[config.mk]
export PLATFORM = sky130hd
export DESIGN_NAME = mem_port_arbiter_flat
export DESIGN_NICKNAME = d
export VERILOG_FILES = /design/src/rtl/mem_port_arbiter_pkg.sv /design/src/rtl/mem_port_arbiter_if.sv /design/src/rtl/mem_range_check.sv /design/src/rtl/mem_port_arbiter.sv /design/src/flat_wrapper.sv
export SDC_FILE = /design/constraint.sdc
export NUM_CORES = 1
export LEC_CHECK = 0
export ABC_AREA = 1
export ABC_CLOCK_PERIOD_IN_PS = 3120
export CORE_ASPECT_RATIO = 0.5
export CORE_MARGIN = 5
export CORE_UTILIZATION = 36
export CTS_BUF_LIST = sky130_fd_sc_hd__clkbuf_8
export DETAILED_ROUTE_END_ITERATION = 6
export GPL_TIMING_DRIVEN = 0
export PLACE_DENSITY = 0.77
export REMOVE_ABC_BUFFERS = 1
export SLEW_MARGIN = 10
export SYNTH_ARGS = -nofsm -noshare
export SYNTH_HDL_FRONTEND = slang
export SYNTH_SLANG_ARGS = --single-unit
[constraint.sdc]
create_clock -name clk -period 3.12 [get_ports clk]
set_clock_uncertainty 0.15 [all_clocks]
set_input_delay 0.312 -clock clk [delete_from_list [all_inputs] [get_ports clk]]
set_output_delay 0.312 -clock clk [all_outputs]
set_load 0.02 [all_outputs]
[src/rtl/mem_port_arbiter_pkg.sv]
// Shared types and helpers for the I/D memory port arbiter.
// Func3 encodings match the memory's byte/half/word (signed and unsigned) decoding.
package mem_port_arbiter_pkg;

  localparam logic [2:0] F3_BYTE  = 3'b000;
  localparam logic [2:0] F3_HALF  = 3'b001;
  localparam logic [2:0] F3_WORD  = 3'b010;
  localparam logic [2:0] F3_BYTEU = 3'b100;
  localparam logic [2:0] F3_HALFU = 3'b101;

  typedef enum logic [1:0] {
    StIdle  = 2'd0,
    StServe = 2'd1,
    StResp  = 2'd2
  } arb_state_e;

  typedef enum logic {
    OwnI = 1'b0,
    OwnD = 1'b1
  } owner_e;

  // Bytes touched by an access; 0 marks an undefined func3.
  function automatic logic [2:0] access_size(input logic [2:0] func3);
    logic [2:0] size;
    case (func3)
      F3_BYTE, F3_BYTEU: size = 3'd1;
      F3_HALF, F3_HALFU: size = 3'd2;
      F3_WORD:           size = 3'd4;
      default:           size = 3'd0;
    endcase
    return size;
  endfunction

endpackage

[src/rtl/mem_port_arbiter_if.sv]
// Requester and memory-side signals of the I/D memory port arbiter.
// slave is the arbiter's view; master is the core/memory environment's view.
interface mem_port_arbiter_if #(
  parameter int unsigned ADDR_W = 12
);

  logic              i_req;
  logic [ADDR_W-1:0] i_addr;
  logic              i_ack;
  logic [31:0]       i_rdata;
  logic              i_err;

  logic              d_req;
  logic              d_we;
  logic [2:0]        d_func3;
  logic [ADDR_W-1:0] d_addr;
  logic [31:0]       d_wdata;
  logic              d_ack;
  logic [31:0]       d_rdata;
  logic              d_err;

  logic              mem_read;
  logic              mem_write;
  logic [2:0]        mem_func3;
  logic [ADDR_W-1:0] mem_addr;
  logic [31:0]       mem_wdata;
  logic [31:0]       mem_rdata;

  modport slave (
    input  i_req, i_addr,
    output i_ack, i_rdata, i_err,
    input  d_req, d_we, d_func3, d_addr, d_wdata,
    output d_ack, d_rdata, d_err,
    output mem_read, mem_write, mem_func3, mem_addr, mem_wdata,
    input  mem_rdata
  );

  modport master (
    output i_req, i_addr,
    input  i_ack, i_rdata, i_err,
    output d_req, d_we, d_func3, d_addr, d_wdata,
    input  d_ack, d_rdata, d_err,
    input  mem_read, mem_write, mem_func3, mem_addr, mem_wdata,
    output mem_rdata
  );

endinterface

[src/rtl/mem_range_check.sv]
// Flags accesses that run past the implemented memory or use an undefined func3.
// The end address is formed one bit wider than the address so it cannot wrap.
module mem_range_check
  import mem_port_arbiter_pkg::*;
#(
  parameter int unsigned ADDR_W    = 12,
  parameter int unsigned MEM_BYTES = 1024
) (
  input  logic [ADDR_W-1:0] addr_i,
  input  logic [2:0]        func3_i,
  output logic              err_o
);

  localparam int unsigned       LimW  = ADDR_W + 1;
  localparam logic [ADDR_W:0]   Limit = LimW'(MEM_BYTES);

  logic [2:0]      size;
  logic [ADDR_W:0] end_addr;

  always_comb begin
    size     = access_size(func3_i);
    end_addr = {1'b0, addr_i} + {{(ADDR_W - 2){1'b0}}, size};
    err_o    = (size == 3'd0) || (end_addr > Limit);
  end

endmodule

[src/rtl/mem_port_arbiter.sv]
// Serialises instruction fetch (I) and load/store (D) onto the single memory port.
// Define ARB_ROUND_ROBIN_EN to break ties in favour of the requester not served last.
module mem_port_arbiter
  import mem_port_arbiter_pkg::*;
#(
  parameter int unsigned ADDR_W    = 12,
  parameter int unsigned MEM_BYTES = 1024
) (
  input  logic                 clk,
  input  logic                 rst,
  mem_port_arbiter_if.slave    bus
);

  arb_state_e  state_q, state_d;
  owner_e      owner_q, owner_d;
  logic        i_ack_q, i_ack_d, i_err_q, i_err_d;
  logic        d_ack_q, d_ack_d, d_err_q, d_err_d;
  logic [31:0] i_rdata_q, i_rdata_d, d_rdata_q, d_rdata_d;

  logic              own_d;
  logic [ADDR_W-1:0] acc_addr;
  logic [2:0]        acc_f3;
  logic              acc_we;
  logic              acc_err;
  logic              issue;
  owner_e            idle_pick;

  // The access presented to memory always follows the current owner.
  always_comb begin
    own_d    = (owner_q == OwnD);
    acc_addr = own_d ? bus.d_addr : bus.i_addr;
    acc_f3   = own_d ? bus.d_func3 : F3_WORD;
    acc_we   = own_d & bus.d_we;
  end

  mem_range_check #(
    .ADDR_W    (ADDR_W),
    .MEM_BYTES (MEM_BYTES)
  ) u_range_check (
    .addr_i  (acc_addr),
    .func3_i (acc_f3),
    .err_o   (acc_err)
  );

  // Reset overrides the strobes so an access caught mid-SERVE never commits.
  assign issue         = (state_q == StServe) & ~acc_err & ~rst;
  assign bus.mem_read  = issue & ~acc_we;
  assign bus.mem_write = issue & acc_we;
  assign bus.mem_func3 = acc_f3;
  assign bus.mem_addr  = acc_addr;
  assign bus.mem_wdata = bus.d_wdata;

`ifdef ARB_ROUND_ROBIN_EN
  owner_e last_q, last_d;

  always_comb begin
    if (bus.i_req && bus.d_req) begin
      idle_pick = (last_q == OwnD) ? OwnI : OwnD;
    end else begin
      idle_pick = bus.d_req ? OwnD : OwnI;
    end
    last_d = (state_q == StServe) ? owner_q : last_q;
  end
`else
  assign idle_pick = bus.d_req ? OwnD : OwnI;
`endif

  always_comb begin
    state_d   = state_q;
    owner_d   = owner_q;
    i_ack_d   = 1'b0;
    d_ack_d   = 1'b0;
    i_err_d   = i_err_q;
    d_err_d   = d_err_q;
    i_rdata_d = i_rdata_q;
    d_rdata_d = d_rdata_q;

    unique case (state_q)
      StIdle: begin
        if (bus.i_req || bus.d_req) begin
          owner_d = idle_pick;
          state_d = StServe;
        end
      end
      StServe: begin
        state_d = StResp;
        if (own_d) begin
          d_ack_d   = 1'b1;
          d_err_d   = acc_err;
          d_rdata_d = (acc_err || acc_we) ? 32'd0 : bus.mem_rdata;
        end else begin
          i_ack_d   = 1'b1;
          i_err_d   = acc_err;
          i_rdata_d = acc_err ? 32'd0 : bus.mem_rdata;
        end
      end
      StResp: begin
        // Only the other requester may follow; the one just acked is masked.
        if (own_d ? bus.i_req : bus.d_req) begin
          owner_d = own_d ? OwnI : OwnD;
          state_d = StServe;
        end else begin
          state_d = StIdle;
        end
      end
      default: state_d = StIdle;
    endcase
  end

  always_ff @(posedge clk) begin
    if (rst) begin
      state_q   <= StIdle;
      owner_q   <= OwnI;
      i_ack_q   <= 1'b0;
      d_ack_q   <= 1'b0;
      i_err_q   <= 1'b0;
      d_err_q   <= 1'b0;
      i_rdata_q <= 32'd0;
      d_rdata_q <= 32'd0;
`ifdef ARB_ROUND_ROBIN_EN
      last_q    <= OwnD;
`endif
    end else begin
      state_q   <= state_d;
      owner_q   <= owner_d;
      i_ack_q   <= i_ack_d;
      d_ack_q   <= d_ack_d;
      i_err_q   <= i_err_d;
      d_err_q   <= d_err_d;
      i_rdata_q <= i_rdata_d;
      d_rdata_q <= d_rdata_d;
`ifdef ARB_ROUND_ROBIN_EN
      last_q    <= last_d;
`endif
    end
  end

  assign bus.i_ack   = i_ack_q;
  assign bus.i_err   = i_err_q;
  assign bus.i_rdata = i_rdata_q;
  assign bus.d_ack   = d_ack_q;
  assign bus.d_err   = d_err_q;
  assign bus.d_rdata = d_rdata_q;

endmodule

[src/flat_wrapper.sv]
// flat-port wrapper written by rule: the top's interface ports become plain ports
module mem_port_arbiter_flat import mem_port_arbiter_pkg::*;
#(
  parameter int unsigned ADDR_W    = 12,
  parameter int unsigned MEM_BYTES = 1024
)
  (clk, rst, bus_i_req, bus_i_addr, bus_i_ack, bus_i_rdata, bus_i_err, bus_d_req, bus_d_we, bus_d_func3, bus_d_addr, bus_d_wdata, bus_d_ack, bus_d_rdata, bus_d_err, bus_mem_read, bus_mem_write, bus_mem_func3, bus_mem_addr, bus_mem_wdata, bus_mem_rdata);
  mem_port_arbiter_if #(.ADDR_W(ADDR_W)) bus_i ();
  input  logic clk;
  input  logic rst;
  input wire logic [$bits(bus_i.i_req)-1:0] bus_i_req;
  input wire logic [$bits(bus_i.i_addr)-1:0] bus_i_addr;
  output wire logic [$bits(bus_i.i_ack)-1:0] bus_i_ack;
  output wire logic [$bits(bus_i.i_rdata)-1:0] bus_i_rdata;
  output wire logic [$bits(bus_i.i_err)-1:0] bus_i_err;
  input wire logic [$bits(bus_i.d_req)-1:0] bus_d_req;
  input wire logic [$bits(bus_i.d_we)-1:0] bus_d_we;
  input wire logic [$bits(bus_i.d_func3)-1:0] bus_d_func3;
  input wire logic [$bits(bus_i.d_addr)-1:0] bus_d_addr;
  input wire logic [$bits(bus_i.d_wdata)-1:0] bus_d_wdata;
  output wire logic [$bits(bus_i.d_ack)-1:0] bus_d_ack;
  output wire logic [$bits(bus_i.d_rdata)-1:0] bus_d_rdata;
  output wire logic [$bits(bus_i.d_err)-1:0] bus_d_err;
  output wire logic [$bits(bus_i.mem_read)-1:0] bus_mem_read;
  output wire logic [$bits(bus_i.mem_write)-1:0] bus_mem_write;
  output wire logic [$bits(bus_i.mem_func3)-1:0] bus_mem_func3;
  output wire logic [$bits(bus_i.mem_addr)-1:0] bus_mem_addr;
  output wire logic [$bits(bus_i.mem_wdata)-1:0] bus_mem_wdata;
  input wire logic [$bits(bus_i.mem_rdata)-1:0] bus_mem_rdata;
  assign bus_i.i_req = bus_i_req;
  assign bus_i.i_addr = bus_i_addr;
  assign bus_i_ack = bus_i.i_ack;
  assign bus_i_rdata = bus_i.i_rdata;
  assign bus_i_err = bus_i.i_err;
  assign bus_i.d_req = bus_d_req;
  assign bus_i.d_we = bus_d_we;
  assign bus_i.d_func3 = bus_d_func3;
  assign bus_i.d_addr = bus_d_addr;
  assign bus_i.d_wdata = bus_d_wdata;
  assign bus_d_ack = bus_i.d_ack;
  assign bus_d_rdata = bus_i.d_rdata;
  assign bus_d_err = bus_i.d_err;
  assign bus_mem_read = bus_i.mem_read;
  assign bus_mem_write = bus_i.mem_write;
  assign bus_mem_func3 = bus_i.mem_func3;
  assign bus_mem_addr = bus_i.mem_addr;
  assign bus_mem_wdata = bus_i.mem_wdata;
  assign bus_i.mem_rdata = bus_mem_rdata;
  mem_port_arbiter #(.ADDR_W(ADDR_W), .MEM_BYTES(MEM_BYTES)) u_core (.clk(clk), .rst(rst), .bus(bus_i));
endmodule
# ---- Yosys cells after proc, flatten, opt, wreduce, memory -nomap -nowiden
# Index checks and enable logic that the tools add are counted.
dict set report op_classes {
  add_sub_neg 1
  n_lt_le_gt_ge 1
  n_eq_ne 8
  mux 15
  bitwise 10
  reduce_logical 13
}
# cell count
set ops {}
lappend ops {{32-bit 2-to-1 mux} 2}
lappend ops {{12-bit by 3-bit adder with 13-bit output} 1}
lappend ops {{13-bit by 11-bit > comparator with 1-bit output (second input constant)} 1}
lappend ops {{12-bit 2-to-1 mux} 1}
lappend ops {{3-bit one-hot mux with 3 select lines} 1}
lappend ops {{1-bit 2-to-1 mux} 7}
lappend ops {{3-bit == test (second input constant)} 2}
lappend ops {{3-bit zero test} 2}
lappend ops {{2-bit one-hot mux with 3 select lines} 1}
lappend ops {{2-bit OR reduction} 3}
lappend ops {{1-bit AND} 5}
lappend ops {{1-bit inverter} 5}
lappend ops {{2-bit by 1-bit inequality test with 1-bit output (second input constant)} 2}
lappend ops {{2-bit AND reduction} 2}
lappend ops {{3-bit by 1-bit == test with 1-bit output (second input constant)} 1}
lappend ops {{3-bit by 2-bit == test with 1-bit output (second input constant)} 1}
lappend ops {{1-bit logical OR} 3}
lappend ops {{3-bit 2-to-1 mux} 1}
lappend ops {{3-bit AND reduction} 1}
lappend ops {{2-bit by 1-bit == test with 1-bit output (second input constant)} 1}
lappend ops {{2-bit == test (second input constant)} 1}
lappend ops {{2-bit zero test} 1}
lappend ops {{2-bit 2-to-1 mux} 1}
lappend ops {{1-bit one-hot mux with 2 select lines} 1}
lappend ops {{2-bit nonzero test} 1}
dict set report totals {
  ff_bits 71
  inputBits 96
  word_cells 56
}

# ---- Longest topological paths before layout
dict set report logic_depth {
  ltp_word 11
  mapped_depth 21
}

# ---- Hierarchy
# Synthesis repeated with hierarchy kept, for this count alone.
dict set report hier_totals {
  cells_unflattened 486
  hier_area_um2 3588.4
}
# mod instances cells_per_inst area_per_inst_um2
set modules_own_cells {}
lappend modules_own_cells {mem_port_arbiter 1 400 3144.3}
lappend modules_own_cells {mem_range_check 1 86 444.2}

# ---- Worst setup path after synthesis
# Ideal clock, no wire load.
dict set report synth_path {
  path_type {flip-flop to output port}
  start {reg u_core.owner_q, in the netlist u_core.own_d}
  end {out bus_mem_read}
  arrival_time_ps 3016
  path_slack_ps -358
  path_stages_with_launch 18
  path_cell_list {dfxtp_1 buf_6 buf_2 nand2_1 nand2_1 ha_1 fa_1 or2_2 nor2_1 nand2_1 nor2_1 nand3_1 nor2_1 nand2_1 nand2_1 buf_6 nand2_1 nor3_1}
}
# item line_no
set synth_rtl {}
lappend synth_rtl {{from (decl)} mem_port_arbiter.sv:15} ;# owner_e owner_q, owner_d;
lappend synth_rtl {{from (signal assigned)} mem_port_arbiter.sv:113} ;# owner_q <= OwnI;
lappend synth_rtl {{from (signal assigned)} mem_port_arbiter.sv:125} ;# owner_q <= owner_d;
lappend synth_rtl {{12-bit 2-to-1 mux} mem_port_arbiter.sv:31} ;# acc_addr = own_d ? bus.d_addr : bus.i_addr;
lappend synth_rtl {{net bus_mem_addr[0]} flat_wrapper.sv:27} ;# output wire logic [$bits(bus_i.mem_addr)-1:0] bus_mem_addr;
lappend synth_rtl {{12-bit by 3-bit adder with 13-bit output} mem_range_check.sv:22} ;# end_addr = {1'b0, addr_i} + {{(ADDR_W - 2){1'b0}}, size};
lappend synth_rtl {{13-bit by 11-bit > comparator with 1-bit output} mem_range_check.sv:23} ;# err_o = (size == 3'd0) || (end_addr > Limit);
lappend synth_rtl {{1-bit logical OR} mem_range_check.sv:23}
lappend synth_rtl {{1-bit inverter} mem_port_arbiter.sv:46} ;# assign issue = (state_q == StServe) & ~acc_err & ~rst;
lappend synth_rtl {{1-bit AND (2 in series)} mem_port_arbiter.sv:46}
lappend synth_rtl {{1-bit AND} mem_port_arbiter.sv:47} ;# assign bus.mem_read = issue & ~acc_we;
lappend synth_rtl {{to (decl)} flat_wrapper.sv:24} ;# output wire logic [$bits(bus_i.mem_read)-1:0] bus_mem_read;
# The timed path passes the listed nets, and every way through them passes these cells.

# ---- Worst setup path after layout
dict set report layout_path {
  start {reg u_core.owner_q, in the netlist u_core.own_d}
  end {out bus_mem_write}
}
dict set report layout_between {
  elab_chain_cells 11
}
# item line_no
set layout_rtl {}
lappend layout_rtl {{3-bit 2-to-1 mux} mem_port_arbiter.sv:32} ;# acc_f3 = own_d ? bus.d_func3 : F3_WORD;
lappend layout_rtl {{3-bit by 1-bit == test with 1-bit output, or another cell as far along} mem_port_arbiter_pkg.sv:25} ;# case (func3)
lappend layout_rtl {{2-bit OR reduction} mem_port_arbiter_pkg.sv:25}
lappend layout_rtl {{3-bit one-hot mux with 3 select lines} mem_port_arbiter_pkg.sv:25}
lappend layout_rtl {{12-bit by 3-bit adder with 13-bit output} mem_range_check.sv:22}
lappend layout_rtl {{13-bit by 11-bit > comparator with 1-bit output} mem_range_check.sv:23}
lappend layout_rtl {{1-bit logical OR} mem_range_check.sv:23}
lappend layout_rtl {{1-bit inverter} mem_port_arbiter.sv:46}
lappend layout_rtl {{1-bit AND (2 in series)} mem_port_arbiter.sv:46}
lappend layout_rtl {{1-bit AND (*)} mem_port_arbiter.sv:48} ;# assign bus.mem_write = issue & acc_we;
lappend layout_rtl {{to (decl)} flat_wrapper.sv:25} ;# output wire logic [$bits(bus_i.mem_write)-1:0] bus_mem_write;
# Every way passes the cells marked *; elsewhere a longest branch is shown, timed or not.

==> qor.csv <==
stage,metric,value,unit
route,initial detailed-routing violation count,274,
setup_path,depth of the most critical reg-to-reg path,18,
finish,"Core Util, Final",55.02,%
floorplan,width of the die,156.3,um
cts,CTS H-Tree Depth,3,
timing,number of hold violations in the final report,0,
hold_path,Hold/Removal Path Class,register to register,
yosys,fraction of synthesized cell area taken by the top area cell type,36.88,%
global_route,via count of the first global-routing pass,4032,
setup_path,Worst setup SP type,register,
yosys,average footprint of a synthesized cell,6.714,um^2
route,drc violations,0,
yosys,Synth Register Bits,71,
timing,Post-Route Hold Slack,313.1,ps
yosys,"Async S/R FF share, synth",0,%
placed_design,post-place setup slack,-1777,ps
yosys,"Distinct cells, synth",26,
finish,most frequent standard cell in the layout excluding fill and tap cells,sky130_fd_sc_hd__clkdlybuf4s50_1,
power,Leak,0.002260,uW
global_route,number of antenna violations at the first check in global routing,0,
route,post-detailed-route wirelength per cell,17.30,um
route,Via-to-Cell Ratio,5.087,
setup_path,startpoint of the most critical register-to-register path,u_core.own_d,
timing,measured slew at the worst slew-check pin,1059,ps
timing,final worst path period need,3258,ps
floorplan,number of rows created at floorplan,26,
setup_path,"Data required, critical path",2660,ps
placed_design,routability-driven placement congestion ratio,0.7886,
global_route,first-pass GRT wire length,21730,um
timing,least setup slack across all paths after layout,-137.6,ps
setup_path,largest stage delay on the critical path,490,ps
setup_path,setup slack on the worst flop-to-flop path,0,ps
yosys,Netlist Area Pre-Place,0.003854,mm^2
route,number of vias in the routed layout,4222,
finish,total inserted antenna cells,0,
setup_path,cell breakdown of the critical path,buf_8 -> buf_4 -> nand2_1 -> nand2_2 -> fa_1 -> or2_4 -> nor2_2 -> nand2_1 -> nor2_1 -> nand3_1 -> nor2_1 -> nand2_2 -> nand2_8 -> nand2_8 -> nor3_4 -> buf_6,
run_status,violations in the final reports,setup timing,
finish,non-filler cells in the finished layout,830,
finish,"commonest cells after routing, fill and taps aside","sky130_fd_sc_hd__clkdlybuf4s50_1 (144), sky130_fd_sc_hd__nand2_1 (129), sky130_fd_sc_hd__dfxtp_1 (70)",
yosys,number of synthesized flops with an enable pin,0,
yosys,Main synth FF type,sky130_fd_sc_hd__dfxtp_1,
hold_path,capture endpoint of the worst hold path,u_core.bus.i_rdata[30],
yosys,most area-hungry cell type in the Yosys netlist,sky130_fd_sc_hd__dfxtp_1,
cts,CTS Hold Buffers Added,0,
cts,number of CTS-inserted buffers,9,
setup_path,type of the setup path with the least slack,register to primary output,
timing,Max-Slew Margin vs Limit,29.35,%
floorplan,initial core utilization,37.37,%
setup_path,sort of element at the end of the critical path,primary output,
setup_path,library cell contributing the largest single delay on the critical path,sky130_fd_sc_hd__fa_1,
setup_path,Crit path arrival time,2800,ps
timing,Final Setup Violations,2,
cts,clk sink count,71,
cts,"buffers from clock root to sink, at most",2,
global_route,maximum number of pins on one net before global-route repair,44,
finish,layout-stage area growth over the synthesis result,47.24,%
setup_path,CP Max Fanout,4,
yosys,Area contributors post-synth,"sky130_fd_sc_hd__dfxtp_1 (37%), sky130_fd_sc_hd__nand2_1 (14%), sky130_fd_sc_hd__nand4_1 (10%)",
yosys,post-synthesis sequential area ratio,36.88,%
cts,TritonCTS clock tree,done,
power,power density of the placed cells,409.9,mW/mm^2
power,maximum resistive drop on vdd,186.4,uV
yosys,Yosys warning total,0,
floorplan,die footprint,0.01300,mm^2
timing,Final Max Tran Viols,0,
cts,CTS clock-pin slew for the worst setup and hold paths,70,ps
finish,share of post-route cells with drive strength above 1,12.03,%
global_route,global-route usage over all layers,20.68,%
placed_design,hpwl dp,9073,um
route,detailed-routing iteration count for the pre-antenna-repair pass,5,
run_status,run status,"complete, but fails checks",
route,number of antenna-violating nets in the routed design,0,
global_route,GR Overflow Total,0,
flow_run,count of max-cap constraint violations,0,
hold_path,Hold Path Depth,2,
route,Total Routed Length,14360,um
cts,clock root buffer master,sky130_fd_sc_hd__clkbuf_8,
yosys,synthesized netlist cell count,574,
timing,f_max,307.0,MHz
timing,final period utilization,104.4,%
floorplan,Die Span Y,83.16,um
cts,clk_lat worst skew,350,ps
placed_design,# placed instances,794,
hold_path,start point of the worst min-delay path,u_core.bus.i_rdata[30],
placed_design,PortBufs,148,
finish,number of nets in the layout,786,
floorplan,core region area,0.01031,mm^2
timing,unrepaired setup endpoints after global routing,yes,
setup_path,worst r2r dst,u_core.bus.i_rdata[2],
floorplan,I/O pins,213,
==> Yosys cell counts (3+ instances only) <==
master,count
sky130_fd_sc_hd__buf_2,3
sky130_fd_sc_hd__nand3_1,9
sky130_fd_sc_hd__clkbuf_1,23
sky130_fd_sc_hd__ha_1,3
sky130_fd_sc_hd__nor2_1,59
sky130_fd_sc_hd__inv_1,61
sky130_fd_sc_hd__a21oi_1,67
sky130_fd_sc_hd__nand2_1,142
sky130_fd_sc_hd__nand2_2,4
sky130_fd_sc_hd__buf_4,41
sky130_fd_sc_hd__nand4_1,64
sky130_fd_sc_hd__buf_6,5
sky130_fd_sc_hd__dfxtp_1,71
sky130_fd_sc_hd__o21ai_0,6
==> flip-flops by register name, summed over array words and instances, names as in the netlist <==
| signal | flops |
|---|---|
| u_core.bus.i_err | 1 |
| u_core.own_d | 1 |
| u_core.bus.d_err | 1 |
| u_core.bus.d_rdata | 32 |
| u_core.bus.i_ack | 1 |
| u_core.state_q | 2 |
| u_core.bus.d_ack | 1 |
| u_core.bus.i_rdata | 32 |
==> layout make-up <==
class	count	area, um^2
timing repair buffer	170	1730
clock inverter	3	11.26
timing repair inverter	1	7.507
clock buffer	12	165.2
multi-input combinational	369	1906
inverter	64	254.0
sequential	71	1425
tap	140	175.2
fill	953	4638
==> worst max-delay path, delay by kind of cell (launching register included) <==
| family | cells | cell delay (ps) |
|---|---|---|
| AND/OR/NAND/NOR | 12 | 1170 |
| adder cells (fa/ha/maj) | 1 | 490 |
| buffers and inverters | 3 | 420 |
| flip-flops | 1 | 370 |
==> worst max path at each step <==
stage / from / to / slack (ps)
after floorplan: u_core.own_d / bus_mem_read / -2430
after global placement: u_core.own_d / bus_mem_read / -4410
after detailed placement: u_core.own_d / bus_mem_read / -1780
after CTS: u_core.own_d / bus_mem_write / -250
after global routing: u_core.own_d / bus_mem_read / -320
final: u_core.own_d / bus_mem_write / -140
==> report_power, final <==
| group | total (uW) | internal, uW | switching (uW) |
|---|---|---|---|
| clock network | 672 | 341 | 331 |
| registers | 940 | 927 | 12.9 |
| logic | 713 | 291 | 423 |
| total | 2330 | 1560 | 766 |
==> logic make-up after synthesis <==
kind of cell               Yosys count  synth area share, %
buffers and inverters              136                18.31
AOI/OAI and AO/OA                   78                10.36
and+or+nand+nor                    285                32.95
adders and majority gates            4                1.494
DFF                                 71                36.88
==> stage by stage <==
step                      total power (uW)  instance area (um^2)  setup TNS (ps)
after global routing                  2441                  5674           -5885
after CTS                             2278                  5518          -423.2
final                                 2326                  5674          -256.4
after detailed placement              1551                  5135          -67500
after floorplan                       1256                  3388         -114480
after global placement                1517                  5045         -226160
==> layer usage <==
metal / global-route usage (%) / vias to the layer above / part of all wire [%] / wire length (um)
li1: - / 2054 / - / -
met1: 25.46 / 1991 / 42 / 6031
met2: 33.32 / 157 / 47 / 6820
met3: 8.255 / 20 / 8.6 / 1242
met4: 5.827 / 0 / 1.8 / 265
met5: 1.587 / - / 0 / 0
==> repair_timing <==
item,4_1_cts,5_1_grt
gates cloned,2,3
endpoints found under the setup margin,70,67
pin swaps,10,12
setup buffers,14,4
gates resized for setup,41,24
(Power assumes the default switching activity.)
